[config.mk]
export PLATFORM = sky130hd
export DESIGN_NAME = conv_seq_ctrl
export DESIGN_NICKNAME = d
export VERILOG_FILES = /design/src/rtl/conv_seq_pkg.sv /design/src/rtl/conv_ola_acc.sv /design/src/rtl/conv_seq_ctrl.sv
export SDC_FILE = /design/constraint.sdc
export NUM_CORES = 1
export LEC_CHECK = 0
export CAP_MARGIN = 0
export CORE_MARGIN = 4
export CORE_UTILIZATION = 46
export CTS_CLUSTER_DIAMETER = 40
export CTS_CLUSTER_SIZE = 10
export DETAILED_ROUTE_END_ITERATION = 12
export GPL_TIMING_DRIVEN = 0
export PLACE_DENSITY = 0.84
export SYNTH_ARGS = -nofsm -noshare
export SYNTH_HDL_FRONTEND = slang
export SYNTH_HIERARCHICAL = 1
export SYNTH_SLANG_ARGS = --single-unit
[constraint.sdc]
create_clock -name clk -period 2.99 [get_ports clk]
set_input_delay 0.598 -clock clk [delete_from_list [all_inputs] [get_ports clk]]
set_output_delay 0.598 -clock clk [all_outputs]
set_load 0.03 [all_outputs]
[src/rtl/conv_seq_pkg.sv]
// Shared types and constants for the streaming convolution sequencer.
package conv_seq_pkg;

  typedef enum logic [1:0] {
    IDLE  = 2'd0,
    ISSUE = 2'd1,
    EMIT  = 2'd2,
    FLUSH = 2'd3
  } state_t;

  localparam logic [2:0] ALU_OP_CONV = 3'b111;
  localparam logic [2:0] ALU_OP_NOP  = 3'b000;

  localparam int SAMPLE_W  = 5;
  localparam int TAPS      = 4;
  localparam int CONV_OUTS = 7;

endpackage

[src/rtl/conv_ola_acc.sv]
// Overlap-add accumulator: unpacks the ALU's packed 7-sample partial result,
// adds the 3-sample tail carried from the previous block and keeps the new tail.
// Build option CONV_SEQ_CTRL_SAT_EN: when defined the overlap sums saturate at
// 2^OUT_W-1, otherwise they wrap modulo 2^OUT_W.
module conv_ola_acc
  import conv_seq_pkg::*;
#(
  parameter int OUT_W = 8
) (
  input  logic                 clk,
  input  logic                 rst,
  input  logic                 load,
  input  logic                 clear,
  input  logic [31:0]          alu_result,
  output logic [4*OUT_W-1:0]   sum_data,
  output logic [4*OUT_W-1:0]   flush_data
);

  logic [SAMPLE_W-1:0] y      [CONV_OUTS];
  logic [SAMPLE_W-1:0] tail_q [3];
  logic [SAMPLE_W-1:0] tail_d [3];

  function automatic logic [OUT_W-1:0] zext(input logic [SAMPLE_W-1:0] v);
    logic [OUT_W-1:0] r;
    r = '0;
    r[SAMPLE_W-1:0] = v;
    return r;
  endfunction

  function automatic logic [OUT_W-1:0] ola_add(input logic [OUT_W-1:0] a,
                                               input logic [OUT_W-1:0] b);
    logic [OUT_W:0] s;
    s = {1'b0, a} + {1'b0, b};
`ifdef CONV_SEQ_CTRL_SAT_EN
    ola_add = s[OUT_W] ? {OUT_W{1'b1}} : s[OUT_W-1:0];
`else
    ola_add = s[OUT_W-1:0];
`endif
  endfunction

  // Unpack the ALU result; the ALU only carries the low 2 bits of y6.
  always_comb begin
    for (int k = 0; k < CONV_OUTS - 1; k++) begin
      y[k] = alu_result[SAMPLE_W*k +: SAMPLE_W];
    end
    y[CONV_OUTS-1] = {3'b000, alu_result[31:30]};
  end

  // Output samples for this block and the flush block built from the tail.
  always_comb begin
    sum_data   = '0;
    flush_data = '0;
    for (int i = 0; i < 3; i++) begin
      sum_data[i*OUT_W +: OUT_W]   = ola_add(zext(y[i]), zext(tail_q[i]));
      flush_data[i*OUT_W +: OUT_W] = zext(tail_q[i]);
    end
    sum_data[3*OUT_W +: OUT_W] = zext(y[3]);
  end

  // Tail next-state: replaced by y4..y6 on load, zeroed on clear.
  always_comb begin
    for (int i = 0; i < 3; i++) begin
      tail_d[i] = tail_q[i];
    end
    if (clear) begin
      for (int i = 0; i < 3; i++) begin
        tail_d[i] = '0;
      end
    end else if (load) begin
      for (int i = 0; i < 3; i++) begin
        tail_d[i] = y[4+i];
      end
    end
  end

  // Tail registers.
  always_ff @(posedge clk or posedge rst) begin
    if (rst) begin
      for (int i = 0; i < 3; i++) begin
        tail_q[i] <= '0;
      end
    end else begin
      for (int i = 0; i < 3; i++) begin
        tail_q[i] <= tail_d[i];
      end
    end
  end

endmodule

[src/rtl/conv_seq_ctrl.sv]
// Streaming 1-D convolution sequencer around the ALU's packed 4x4 convolution
// op. One 4-sample block is issued to the ALU per pass; partial results are
// overlap-added and a final flush block drains the tail after the last block.
// Build option CONV_SEQ_CTRL_SAT_EN selects saturating overlap sums.
module conv_seq_ctrl
  import conv_seq_pkg::*;
#(
  parameter int OUT_W = 8
) (
  input  logic                       clk,
  input  logic                       rst,
  input  logic                       cfg_we,
  input  logic [TAPS*SAMPLE_W-1:0]   cfg_kernel,
  output logic                       cfg_ready,
  input  logic                       in_valid,
  output logic                       in_ready,
  input  logic [TAPS*SAMPLE_W-1:0]   in_data,
  input  logic                       in_last,
  output logic [31:0]                alu_a,
  output logic [31:0]                alu_b,
  output logic [2:0]                 alu_ctrl,
  input  logic [31:0]                alu_result,
  output logic                       out_valid,
  input  logic                       out_ready,
  output logic [4*OUT_W-1:0]         out_data,
  output logic                       out_last,
  output logic                       busy
);

  localparam int BLK_W = TAPS * SAMPLE_W;

  state_t             state_q, state_d;
  logic [BLK_W-1:0]   kernel_q, kernel_d;
  logic [BLK_W-1:0]   blk_q, blk_d;
  logic               last_q, last_d;
  logic               out_valid_q, out_valid_d;
  logic               out_last_q, out_last_d;
  logic [4*OUT_W-1:0] out_data_q, out_data_d;
  logic               acc_load, acc_clear;
  logic [4*OUT_W-1:0] acc_sum, acc_flush;

  conv_ola_acc #(.OUT_W(OUT_W)) u_acc (
    .clk        (clk),
    .rst        (rst),
    .load       (acc_load),
    .clear      (acc_clear),
    .alu_result (alu_result),
    .sum_data   (acc_sum),
    .flush_data (acc_flush)
  );

  // Next-state, handshakes and ALU drive; kernel load wins over block accept.
  always_comb begin
    state_d     = state_q;
    kernel_d    = kernel_q;
    blk_d       = blk_q;
    last_d      = last_q;
    out_valid_d = out_valid_q;
    out_last_d  = out_last_q;
    out_data_d  = out_data_q;
    acc_load    = 1'b0;
    acc_clear   = 1'b0;
    alu_a       = '0;
    alu_b       = '0;
    alu_ctrl    = ALU_OP_NOP;
    cfg_ready   = (state_q == IDLE);
    in_ready    = cfg_ready & ~cfg_we;
    case (state_q)
      IDLE: begin
        if (cfg_we) begin
          kernel_d = cfg_kernel;
        end
        if (in_valid && in_ready) begin
          blk_d   = in_data;
          last_d  = in_last;
          state_d = ISSUE;
        end
      end
      ISSUE: begin
        alu_a[BLK_W-1:0] = blk_q;
        alu_b[BLK_W-1:0] = kernel_q;
        alu_ctrl         = ALU_OP_CONV;
        acc_load         = 1'b1;
        out_data_d       = acc_sum;
        out_valid_d      = 1'b1;
        out_last_d       = 1'b0;
        state_d          = EMIT;
      end
      EMIT: begin
        if (out_ready) begin
          if (last_q) begin
            out_data_d  = acc_flush;
            out_valid_d = 1'b1;
            out_last_d  = 1'b1;
            state_d     = FLUSH;
          end else begin
            out_valid_d = 1'b0;
            state_d     = IDLE;
          end
        end
      end
      FLUSH: begin
        if (out_ready) begin
          acc_clear   = 1'b1;
          out_valid_d = 1'b0;
          out_last_d  = 1'b0;
          state_d     = IDLE;
        end
      end
      default: state_d = IDLE;
    endcase
  end

  // State and output registers; reset abandons any block in flight.
  always_ff @(posedge clk or posedge rst) begin
    if (rst) begin
      state_q     <= IDLE;
      kernel_q    <= '0;
      blk_q       <= '0;
      last_q      <= 1'b0;
      out_valid_q <= 1'b0;
      out_last_q  <= 1'b0;
      out_data_q  <= '0;
    end else begin
      state_q     <= state_d;
      kernel_q    <= kernel_d;
      blk_q       <= blk_d;
      last_q      <= last_d;
      out_valid_q <= out_valid_d;
      out_last_q  <= out_last_d;
      out_data_q  <= out_data_d;
    end
  end

  assign out_valid = out_valid_q;
  assign out_last  = out_last_q;
  assign out_data  = out_data_q;
  assign busy      = (state_q != IDLE);

endmodule

==> flow_summary_export.csv, run 1 <==
group,metric,value,unit
run_status,outcome,"finished clean",
setup_path,worstPathCellList,"buf_4, nor2b_4, clkbuf_2, and2_1, clkdlybuf4s50_1",
timing,slew_viol_final,0,
floorplan,core,0.0111,sq mm
floorplan,row_count,38,
routing,firstDrtPassIters,4,
global_route,grt_max_degree,40,
logic_synthesis,synth_edf_count,0,
power_and_ir_drop,switching_power,2.85,mW
final_layout,num_antenna_cells,0,
hold_path,min_path_type,"register to register",
routing,ant_nets,0,
clock_tree,clk_path_buf_depth,2,
final_layout,final_common_cell,"clkdlybuf4s50_1",
power_and_ir_drop,leakage,3.58,nW
routing,drtIter0Drc,89,
setup_path,crit_arrival,2170,ps
timing,setup_violations,0,
power_and_ir_drop,power.density,1030,mW/mm^2
placement,numPortBuffers,152,
setup_path,crit_family,"buffers and inverters",
power_and_ir_drop,p_seq_frac,0.278,
setup_path,reg2reg_slack,880,ps
setup_path,critPathCaptureType,"output port",
placement,globalplace.congestion,0.771,
global_route,grt_pass1_wl,18800,um
routing,met1_length,4510,um
power_and_ir_drop,p_int,4.90,mW
clock_tree,cts.sinks,89,
final_layout,num-fill-cells,846,
final_layout,nets,722,
setup_path,crit_cells,5,
routing,vias_per_cell,4.59,
routing,dr_wl_met3,1020,um
timing,rsz0062_at_grt,"no",
timing,min_period,2770,ps
setup_path,worstRegToRegCells,7,
final_layout,drive_gt1_frac,0.319,
routing,drt-total-wl,11500,um
clock_tree,cts_inserted_buffers,9,
setup_path,crit_slowest_cell,"clkdlybuf4s50_1",
logic_synthesis,synthFlopType,"dfrtp_1",
timing,hold_viol_final,0,
logic_synthesis,synth_area,0.00531,sq mm
clock_tree,cts_max_level,3,
timing,skew,3.46,ps
global_route,antenna_found_initial,0,
final_layout,area_growth,41.6,%
routing,routedWlPerCell,14.9,um
clock_tree,cts_tree,"done",
logic_synthesis,syn_avg_cell_area,12.8,sq um
power_and_ir_drop,power_frac_comb,0.581,
logic_synthesis,ys_seq_area_frac,0.419,
floorplan,die-area,0.0133,sq mm
routing,topRoutingLayerUsed,"met4",
timing,min_period_over_period,0.926,
placement,place_hpwl,9050,um
clock_tree,post-cts-setup-buffer-count,0,
floorplan,io_pins,182,
timing,holdWs,482,ps
final_layout,final_cell_mix,"clkdlybuf4s50_1, dfrtp_1, buf_4, mux2_4, conb_1",
setup_path,worstReg2RegStart,"u_acc/flush_data[0]",
logic_synthesis,ys_seq_elements,89,
setup_path,crit_type,"register to output port",
hold_path,min_from,"kernel_q[7]",
setup_path,critPathBufInv,3,
global_route,grt_pass1_vias,3809,
hold_path,whs_path_depth,1,
floorplan,start_util,0.479,
setup_path,worstReg2RegEnd,"out_data[4]",
power_and_ir_drop,p_sw_frac,0.368,
clock_tree,clock_latency,340,ps
logic_synthesis,ys_async_sr_fraction,1.00,
clock_tree,cts-resized-gates,6,
setup_path,critPathLaunchType,"register",
power_and_ir_drop,peakVddDrop,728,uV
timing,tightest_slew,513,ps
floorplan,die_w,115,um
clock_tree,root_buffer,"clkbuf_16",
logic_synthesis,syn_inst,414,
routing,via_count,3548,
setup_path,crit_required,2390,ps
setup_path,max_stage_delay,690,ps
placement,place_area,0.00722,sq mm
clock_tree,clk_pin_slew,60,ps
clock_tree,cts_hold_buffers,0,
hold_path,hold_path_end,"kernel_q[7]",
global_route,track_usage,0.181,
timing,fmax,361,MHz
routing,wl_met2,5870,um
setup_path,worstPathMaxFanout,10,
floorplan,die_y,115,um
job,max_cap_violations,0,
global_route,grt_overflow,0,
routing,drc,0,
logic_synthesis,ys_types,42,
timing,slew_headroom,0.658,
final_layout,fin_area,0.00752,sq mm
power_and_ir_drop,p_clk_frac,0.140,
logic_synthesis,yosys_warnings,6,
==> kinds of logic after synthesis <==
kind of cell / count (synthesis) / synth area share
mux: 117 / 0.286
flops: 89 / 0.419
buf+inv: 89 / 0.130
simple gates: 72 / 0.0782
compound gates: 21 / 0.0304
fa+ha+maj: 15 / 0.0396
xor+xnor: 9 / 0.0148
other cells: 2 / 0.00141
==> metrics by stage <==
step	setup WS, ps	total power [mW]	TNS [ps]	utilization	instances
2_1_floorplan	425	5.35	0	-	465
3_3_place_gp	-985	6.56	-75540	0.650	757
3_5_place_dp	-34.4	6.71	-126	0.652	758
4_1_cts	9.78	7.84	0	0.678	773
5_1_grt	80.4	8.23	0	0.679	773
6_report	220	7.75	0	0.679	773
==> synthesized netlist by cell type, types with 2 or more instances <==
master / number / area share
a21oi_1: 3 / 0.0028
nand2_1: 3 / 0.0021
buf_12: 3 / 0.011
dfrtp_1: 89 / 0.42
nor2_1: 18 / 0.013
buf_6: 10 / 0.021
mux2_1: 8 / 0.017
and2_1: 40 / 0.047
a211o_1: 2 / 0.0033
conb_1: 2 / 0.0014
o21ai_0: 3 / 0.0028
buf_4: 62 / 0.088
ha_1: 12 / 0.028
mux2i_1: 13 / 0.024
mux2_2: 38 / 0.081
mux2_4: 58 / 0.16
fa_1: 3 / 0.011
o21ai_2: 2 / 0.0033
xnor2_1: 6 / 0.0099
a21o_1: 4 / 0.0057
clkbuf_1: 5 / 0.0035
inv_1: 7 / 0.0049
o211ai_1: 2 / 0.0028
xor2_1: 3 / 0.0049
==> how the worst max path moves through the flow <==
stage,start,end,slack [ps]
floorplan,rst,blk_q[0],430
global placement,rst,kernel_q[18],-990
detailed placement,state_q[1],alu_b[7],-30
CTS,state_q[1],alu_a[14],10
global route,state_q[1],alu_a[2],80
finish,state_q[1],alu_b[4],220
==> power groups by stage <==
| stage | clock, mW | sequential [mW] | combinational, mW |
|---|---|---|---|
| global placement | 0 | 2.14 | 4.42 |
| floorplan | 0 | 2.55 | 2.80 |
| finish | 1.09 | 2.16 | 4.50 |
| global route | 1.17 | 2.24 | 4.82 |
| CTS | 1.12 | 2.17 | 4.55 |
| detailed placement | 0 | 2.18 | 4.52 |
==> flip-flops by register name (all words and copies together) (netlist names) <==
signal and count:
out_data 32, kernel_q 20, out_valid 1, state_q 2, out_last 1, u_acc/flush_data 12
blk_q 20, last_q 1
==> area by class of cell <==
| class | instances | area, sq um | area share |
|---|---|---|---|
| inverters | 8 | 32.5 | 0.00433 |
| clock inverters | 4 | 45.0 | 0.00599 |
| flip-flops and latches | 89 | 2230 | 0.296 |
| clock buffers | 11 | 233 | 0.0309 |
| plain buffers | 81 | 676 | 0.0899 |
| multi-input cells | 287 | 2590 | 0.344 |
| well taps | 140 | 175 | 0.0233 |
| repair buffers | 153 | 1540 | 0.205 |
==> routing by layer <==
layer / GRT usage / vias up
li1: - / 1720
met1: 0.211 / 1700
met2: 0.310 / 117
met3: 0.0809 / 11
met4: 0.0360 / 0
met5: 0 / -
Power figures use the tool's default switching activity.
==> run 2: changes to the inputs <==
--- a/config.mk
+++ b/config.mk
@@ -8,6 +8,7 @@
 export CAP_MARGIN = 0
 export CORE_MARGIN = 4
 export CORE_UTILIZATION = 46
+export CTS_BUF_LIST = sky130_fd_sc_hd__clkbuf_16
 export CTS_CLUSTER_DIAMETER = 40
 export CTS_CLUSTER_SIZE = 10
 export DETAILED_ROUTE_END_ITERATION = 12
==> flow_summary_export.csv, run 2 (synthesis gave the netlist of run 1 again) <==
group,metric,value,unit
run_status,outcome,"finished clean",
placement,place_area,0.00722,sq mm
timing,holdWs,482,ps
floorplan,start_util,0.479,
clock_tree,cts_tree,"done",
timing,hold_viol_final,0,
final_layout,area_growth,41.6,%
clock_tree,clk_path_buf_depth,2,
final_layout,fin_area,0.00752,sq mm
setup_path,crit_type,"register to output port",
timing,min_period_over_period,0.926,
floorplan,io_pins,182,
power_and_ir_drop,leakage,3.59,nW
global_route,grt_pass1_vias,3813,
power_and_ir_drop,peakVddDrop,727,uV
setup_path,crit_required,2390,ps
final_layout,largest_reg_flops,32,
global_route,track_usage,0.181,
global_route,grt_overflow,0,
routing,ant_nets,0,
setup_path,crit_arrival,2170,ps
floorplan,die_y,115,um
clock_tree,clock_latency,340,ps
routing,routedWlPerCell,14.9,um
timing,min_period,2770,ps
routing,firstDrtPassIters,4,
timing,slew_headroom,0.658,
placement,numPortBuffers,152,
final_layout,final_common_cell,"clkdlybuf4s50_1",
clock_tree,cts_inserted_buffers,9,
final_layout,final_cell_mix,"clkdlybuf4s50_1, dfrtp_1, buf_4, mux2_4, conb_1",
timing,tightest_slew,513,ps
routing,vias_per_cell,4.58,
setup_path,reg2reg_slack,880,ps
setup_path,critPathCaptureType,"output port",
floorplan,die-area,0.0133,sq mm
global_route,grt_max_degree,40,
clock_tree,root_buffer,"clkbuf_16",
timing,setup_violations,0,
placement,place_hpwl,9050,um
power_and_ir_drop,power.density,1030,mW/mm^2
timing,slew_viol_final,0,
clock_tree,cts.sinks,89,
final_layout,nets,722,
job,max_cap_violations,0,
floorplan,row_count,38,
setup_path,critPathLaunchType,"register",
floorplan,die_w,115,um
routing,drc,0,
timing,rsz0062_at_grt,"no",
setup_path,worstPathMaxFanout,10,
timing,skew,4.18,ps
timing,fmax,361,MHz
final_layout,num_antenna_cells,0,
clock_tree,cts_hold_buffers,0,
global_route,grt_pass1_wl,18800,um
clock_tree,clk_pin_slew,60,ps
final_layout,drive_gt1_frac,0.319,
routing,drtIter0Drc,93,
clock_tree,cts_max_level,3,
hold_path,min_path_type,"register to register",
routing,via_count,3542,
floorplan,core,0.0111,sq mm
timing,setup_tns,0,ps
global_route,antenna_found_initial,0,
placement,globalplace.congestion,0.771,
routing,drt-total-wl,11500,um
[run 2: cell count changes in the layout (fill, tap and decap cells not counted)]
cell / delta
clkbuf_1: -2
inv_1: +2
[run 2: final cells by class]
class	instances	area [sq um]
plain buffers	81	676
clock buffers	9	225
clock inverters	6	52.6
fillers	846	3560
inverters	8	32.5
multi-input cells	287	2590
flip-flops and latches	89	2230
well taps	140	175
repair buffers	153	1540
[run 2: worst paths after layout]
check	to	startpoint	cells past startpoint
setup / recovery	alu_b[4]	state_q[1]	5
hold / removal	kernel_q[7]	kernel_q[7]	1
setup reg to reg	out_data[4]	u_acc/flush_data[0]	7
hold reg to reg	kernel_q[7]	kernel_q[7]	1
max in group asynchronous	blk_q[13]	rst	3
min in group asynchronous	u_acc/flush_data[0]	rst	2
[run 2: stage by stage]
step	std cells	setup WS [ps]	total power, mW	util
6_report	773	220	7.74	0.679
5_1_grt	773	80.0	8.23	0.679
4_1_cts	773	9.57	7.83	0.678
3_5_place_dp	758	-34.4	6.71	0.652
3_3_place_gp	757	-985	6.56	0.650
2_1_floorplan	465	425	5.35	-
[run 2: routing by layer]
metal / vias to the layer above / global-route usage / wire length (um)
li1: 1721 / - / -
met4: 0 / 0.0360 / 83
met2: 117 / 0.311 / 5910
met3: 8 / 0.0809 / 1000
met5: - / 0 / 0
met1: 1696 / 0.211 / 4520
[run 2: what timing repair did]
action                                  CTS  global route
endpoints found under the setup margin   22            34
buffers inserted                          0             0
gates resized for setup                   6             4
[run 2: power breakdown]
| group | switching, mW | internal [mW] |
|---|---|---|
| logic | 2.07 | 2.44 |
| clock network | 0.447 | 0.632 |
| registers | 0.336 | 1.82 |
[run 2: worst max-delay path, cell delays in order (launching register included)]
cell and delay, ps:
dfrtp_1 360, buf_4 180, nor2b_4 200, clkbuf_2 240, and2_1 160, clkdlybuf4s50_1 690
